`config.mk`:
```
export PLATFORM = sky130hd
export DESIGN_NAME = sequential_divider
export DESIGN_NICKNAME = d
export VERILOG_FILES = /design/src/rtl/sequential_divider.sv
export SDC_FILE = /design/constraint.sdc
export NUM_CORES = 1
export LEC_CHECK = 0
export ABC_CLOCK_PERIOD_IN_PS = 3880
export BUFFER_PORTS_ARGS = -buffer_cell sky130_fd_sc_hd__buf_4
export CORE_UTILIZATION = 58
export DETAILED_ROUTE_END_ITERATION = 10
export GPL_ROUTABILITY_DRIVEN = 1
export HOLD_SLACK_MARGIN = 0.1
export PLACE_DENSITY = 0.79
export SETUP_SLACK_MARGIN = 0.2
export SYNTH_ARGS = -nofsm -noshare
export SYNTH_HDL_FRONTEND = slang
export SYNTH_SLANG_ARGS = --single-unit
```
`constraint.sdc`:
```
create_clock -name clk -period 3.88 [get_ports clk]
set_input_delay 0.582 -clock clk [delete_from_list [all_inputs] [get_ports clk]]
set_output_delay 0.582 -clock clk [all_outputs]
set_load 0.005 [all_outputs]
```
`src/rtl/sequential_divider.sv`:
```
// Multi-cycle unsigned restoring divider: one quotient bit per clock, start/busy/done handshake.
// Optional SEQ_DIV_ZERO_SHORTCUT_EN: a zero divisor finishes in one cycle and flags div_by_zero.
module sequential_divider #(
    parameter int width = 5
) (
    input  logic             clk,
    input  logic             rst_n,
    input  logic             start,
    input  logic [width-1:0] dividend,
    input  logic [width-1:0] divisor,
    output logic             busy,
    output logic             done,
    output logic [width-1:0] quotient,
    output logic [width-1:0] remainder,
    output logic             div_by_zero,
    output logic [1:0]       dbg_state
);

    // Handshake: start is accepted on an edge where state is IDLE or DONE; busy is
    // high from that edge until the edge that raises done; done lasts one cycle and
    // the result registers are valid from then until the next completion or reset.

    localparam int CW = (width > 1) ? $clog2(width) : 1;

    typedef enum logic [1:0] {
        IDLE = 2'd0,
        RUN  = 2'd1,
        DONE = 2'd2
    } state_t;

    state_t             state_q, state_d;
    logic [width-1:0]   work_q, work_d;
    logic [width-1:0]   dvs_q, dvs_d;
    logic [width:0]     rem_q, rem_d;
    logic [CW-1:0]      cnt_q, cnt_d;
    logic               busy_q, busy_d;
    logic               done_q, done_d;
    logic [width-1:0]   quo_q, quo_d;
    logic [width-1:0]   rmd_q, rmd_d;
`ifdef SEQ_DIV_ZERO_SHORTCUT_EN
    logic               dbz_q, dbz_d;
`endif

    logic [width+1:0]   trial;
    logic               q_bit;
    logic [width:0]     step_rem;

    always_comb begin
        state_d = state_q;
        work_d  = work_q;
        dvs_d   = dvs_q;
        rem_d   = rem_q;
        cnt_d   = cnt_q;
        busy_d  = busy_q;
        done_d  = 1'b0;
        quo_d   = quo_q;
        rmd_d   = rmd_q;
`ifdef SEQ_DIV_ZERO_SHORTCUT_EN
        dbz_d   = dbz_q;
`endif

        // The dividend register doubles as the quotient: its MSB is consumed each
        // step while the new quotient bit enters at the LSB.
        trial    = {rem_q, work_q[width-1]};
        q_bit    = (trial >= {2'b00, dvs_q});
        step_rem = q_bit ? (trial[width:0] - {1'b0, dvs_q}) : trial[width:0];

        case (state_q)
            IDLE, DONE: begin
                if (start) begin
                    state_d = RUN;
                    work_d  = dividend;
                    dvs_d   = divisor;
                    rem_d   = '0;
                    cnt_d   = '0;
                    busy_d  = 1'b1;
                end else begin
                    state_d = IDLE;
                end
            end
            RUN: begin
`ifdef SEQ_DIV_ZERO_SHORTCUT_EN
                if (dvs_q == '0) begin
                    state_d = DONE;
                    busy_d  = 1'b0;
                    done_d  = 1'b1;
                    quo_d   = '1;
                    rmd_d   = work_q;
                    dbz_d   = 1'b1;
                end else begin
`else
                begin
`endif
                    work_d = {work_q[width-2:0], q_bit};
                    rem_d  = step_rem;
                    cnt_d  = cnt_q + 1'b1;
                    if (cnt_q == CW'(width - 1)) begin
                        state_d = DONE;
                        busy_d  = 1'b0;
                        done_d  = 1'b1;
                        quo_d   = {work_q[width-2:0], q_bit};
                        rmd_d   = step_rem[width-1:0];
`ifdef SEQ_DIV_ZERO_SHORTCUT_EN
                        dbz_d   = 1'b0;
`endif
                    end
                end
            end
            default: begin
                state_d = IDLE;
                busy_d  = 1'b0;
            end
        endcase
    end

    always_ff @(posedge clk) begin
        if (!rst_n) begin
            state_q <= IDLE;
            work_q  <= '0;
            dvs_q   <= '0;
            rem_q   <= '0;
            cnt_q   <= '0;
            busy_q  <= 1'b0;
            done_q  <= 1'b0;
            quo_q   <= '0;
            rmd_q   <= '0;
`ifdef SEQ_DIV_ZERO_SHORTCUT_EN
            dbz_q   <= 1'b0;
`endif
        end else begin
            state_q <= state_d;
            work_q  <= work_d;
            dvs_q   <= dvs_d;
            rem_q   <= rem_d;
            cnt_q   <= cnt_d;
            busy_q  <= busy_d;
            done_q  <= done_d;
            quo_q   <= quo_d;
            rmd_q   <= rmd_d;
`ifdef SEQ_DIV_ZERO_SHORTCUT_EN
            dbz_q   <= dbz_d;
`endif
        end
    end

    assign busy      = busy_q;
    assign done      = done_q;
    assign quotient  = quo_q;
    assign remainder = rmd_q;
    assign dbg_state = state_q;
`ifdef SEQ_DIV_ZERO_SHORTCUT_EN
    assign div_by_zero = dbz_q;
`else
    assign div_by_zero = 1'b0;
`endif

endmodule
```
==> metrics.txt <==
Total Power 0.7214 mW; Core Area 0.002522 sq mm; RSZ-0062 raised after global routing false; RR Startpoint dvs_q[3]; Tcrit/Tclk final 50.75%; Hold Path End dvs_q[1]; final hold slack 472.9 ps; root buffer cell clkbuf_4; share of power burned in registers 51.6%; Reg clk slew, reported paths 100 ps; setup TNS 0 ps; sequential area share after synthesis 42.24%; Fmax 507.8 MHz; Crit. End Element register; r2r endpoint remainder[4]; met1 Use GR 30.50%; DR WL/cell 13.48 microns; CTS-repair resized insts 0; detailed-route via count 1,282; IO Pins 28; CTS tree done; DP HPWL 2.295 mm; worst-case clock buffer depth 2; hold path startpoint dvs_q[1]; fin crit period 1969 ps; power share of the combinational group 23.1%; global placement routability congestion 0.8798; Hold Buf Count CTS 0; DR vias/cell 5.455; Top Usage Layer GRT met2; met3 usage 5.932%; cts bufs inserted 5; status finished clean; number of instances on the worst hold path 2; setup violators final 0; Slew Limit Fails 0; routed wire length 3.168 mm; worst clock skew 4.790 ps; first-pass GRT wire length 5.333 mm; Synth-to-Final Area Change 14.00%; fraction of layout cells with a size suffix above 1 16.59%; syn avg cell area 8.641 sq um; Post-synth EDFFs 0; Antenna Cells 0; clock power share 25.3%; Worst EP arrival 2160 ps; #FFs+latches synth 33; switching share of power 30.11%; chip width 53.93 microns; Syn Inst Count 181; P_int 0.5042 mW; Initial Utilization 62.00%; vias in the first global route 1,266; Worst Reg-to-Reg Cells 7; Post-synth ARST share 0%; number of max-cap violations 0; Setup CP Type reg2reg; startpoint types register; Synth Warn # 0; slew at the pin closest to its max-slew limit 628.5 ps; clk_lat worst skew 330 ps; cell leakage power 0.7578 nW; Mapped Area 0.001564 sq mm; Non-Filler Instances 235; largest net degree at the start of global routing 33; Layout Nets 226; Total Die Area 0.002908 sq mm; antenna-violating nets left 0; Hold Vio Cnt, Final 0; ys flop type dfxtp_1; Hold Path Class reg2reg; CP max FO 12; Remaining Overflow, GRT 0; initial antenna violation count 0; # port buffers 26; DP Cell Count 227; Worst EP required 4070 ps; Syn Nets 203; Global Route Usage Sum 25.99%; worst IR drop on VDD 334.0 uV; Pwr Density 404.6 mW/mm^2; worst rel slew slack 58.05%; post-CTS setup buffer count 0; drt first pass iters 4; DRC Markers 0; Die Y 53.93 microns; reg2reg setup slack 1910 ps; library cells used by synthesis 36; H-Tree Depth 2; switching pwr 0.2172 mW; Rows 18; drt initial violations 24; met2 track demand over resource 44.65%; Num Clock Sinks 33
[per-stage QoR]
step | util [%] | setup slack, ps | cell area (sq um)
floorplan | - | 2142 | 1564
global route | 70.68 | 1759 | 1783
detailed placement | 68.75 | 1943 | 1734
CTS | 70.68 | 1920 | 1783
finish | 70.68 | 1911 | 1783
global placement | 68.75 | 1988 | 1734
[critical path: stages (launching register included)]
cell and delay, ps:
dfxtp_1 340, inv_1 40, ha_1 340, and3_1 220
o21ai_1 120, and4_4 370, mux2i_1 290, a21oi_1 100
[state kept, by name (all words and copies together) (netlist names)]
| signal | cells |
|---|---|
| cnt_q | 3 |
| work_q | 5 |
| dvs_q | 5 |
| quotient | 5 |
| done | 1 |
| remainder | 5 |
| rem_q | 6 |
| dbg_state | 2 |
| busy | 1 |
[synthesized netlist by cell type, types with 3 or more instances]
cell	count	area, sq um
mux2i_1	5	50.05
a21oi_1	7	35.03
dfxtp_1	33	660.6
xor2_1	4	35.03
and2_1	4	25.02
nand3_1	7	35.03
a21boi_0	9	67.56
nor2_1	9	33.78
clkbuf_1	6	22.52
o221ai_1	3	26.28
o21ai_0	6	30.03
nand2_1	33	123.9
o21ai_1	5	25.02
nor2b_1	6	37.54
inv_1	9	33.78
ha_1	8	100.1
[metal layers]
metal | vias up | routed length [microns]
met3 | 4 | 116
met1 | 595 | 1462
met2 | 26 | 1556
met5 | - | 0
li1 | 657 | -
met4 | 0 | 31
[layout make-up]
class,count,area [sq um]
inverter,9,33.78
tap,30,37.54
timing repair buffer,26,195.2
fill,220,739.5
sequential,33,660.6
multi-input combinational,129,807.0
clock buffer,8,48.80
[logic make-up (layout without fill, tap and decap cells)]
| family | after synthesis | count (layout) | share of synthesized area, % |
|---|---|---|---|
| compound gates | 40 | 40 | 16.96 |
| xor+xnor | 5 | 5 | 2.800 |
| fa+ha+maj | 9 | 9 | 7.680 |
| buf+inv | 19 | 43 | 6.159 |
| flops | 33 | 33 | 42.24 |
| mux | 5 | 5 | 3.200 |
| other cells | 1 | 1 | 0.2398 |
| simple gates | 69 | 69 | 20.72 |
[how the worst max path moves through the flow]
stage	start	endpoint	slack (ps)	depth (start not counted)
6_report	dvs_q[3]	remainder[4]	1910	7
5_1_grt	dvs_q[3]	remainder[1]	1760	7
4_1_cts	dvs_q[3]	remainder[4]	1920	7
3_5_place_dp	dvs_q[3]	remainder[4]	1940	7
3_3_place_gp	dvs_q[3]	remainder[4]	1990	7
2_1_floorplan	dvs_q[3]	remainder[4]	2140	8
[power groups by stage]
stage / Clock [mW] / Combinational [mW] / Sequential, mW
after floorplan: 0 / 0.149 / 0.376
after global placement: 0 / 0.161 / 0.379
after detailed placement: 0 / 0.166 / 0.380
after CTS: 0.188 / 0.168 / 0.372
after global routing: 0.200 / 0.186 / 0.375
final: 0.182 / 0.167 / 0.372
[cell usage in the layout (no fill, tap or decap), types with 4 or more instances in the layout]
cell type / netlist / final
dfxtp_1: 33 / 33
nand3_1: 7 / 7
nor2b_1: 6 / 6
o21ai_0: 6 / 6
clkbuf_4: 0 / 5
nor2_1: 9 / 9
xor2_1: 4 / 4
buf_4: 2 / 26
a21boi_0: 9 / 9
inv_1: 9 / 9
and2_1: 4 / 4
ha_1: 8 / 8
o21ai_1: 5 / 5
nand2_1: 33 / 33
a21oi_1: 7 / 7
mux2i_1: 5 / 5
(Power assumes the default switching activity.)
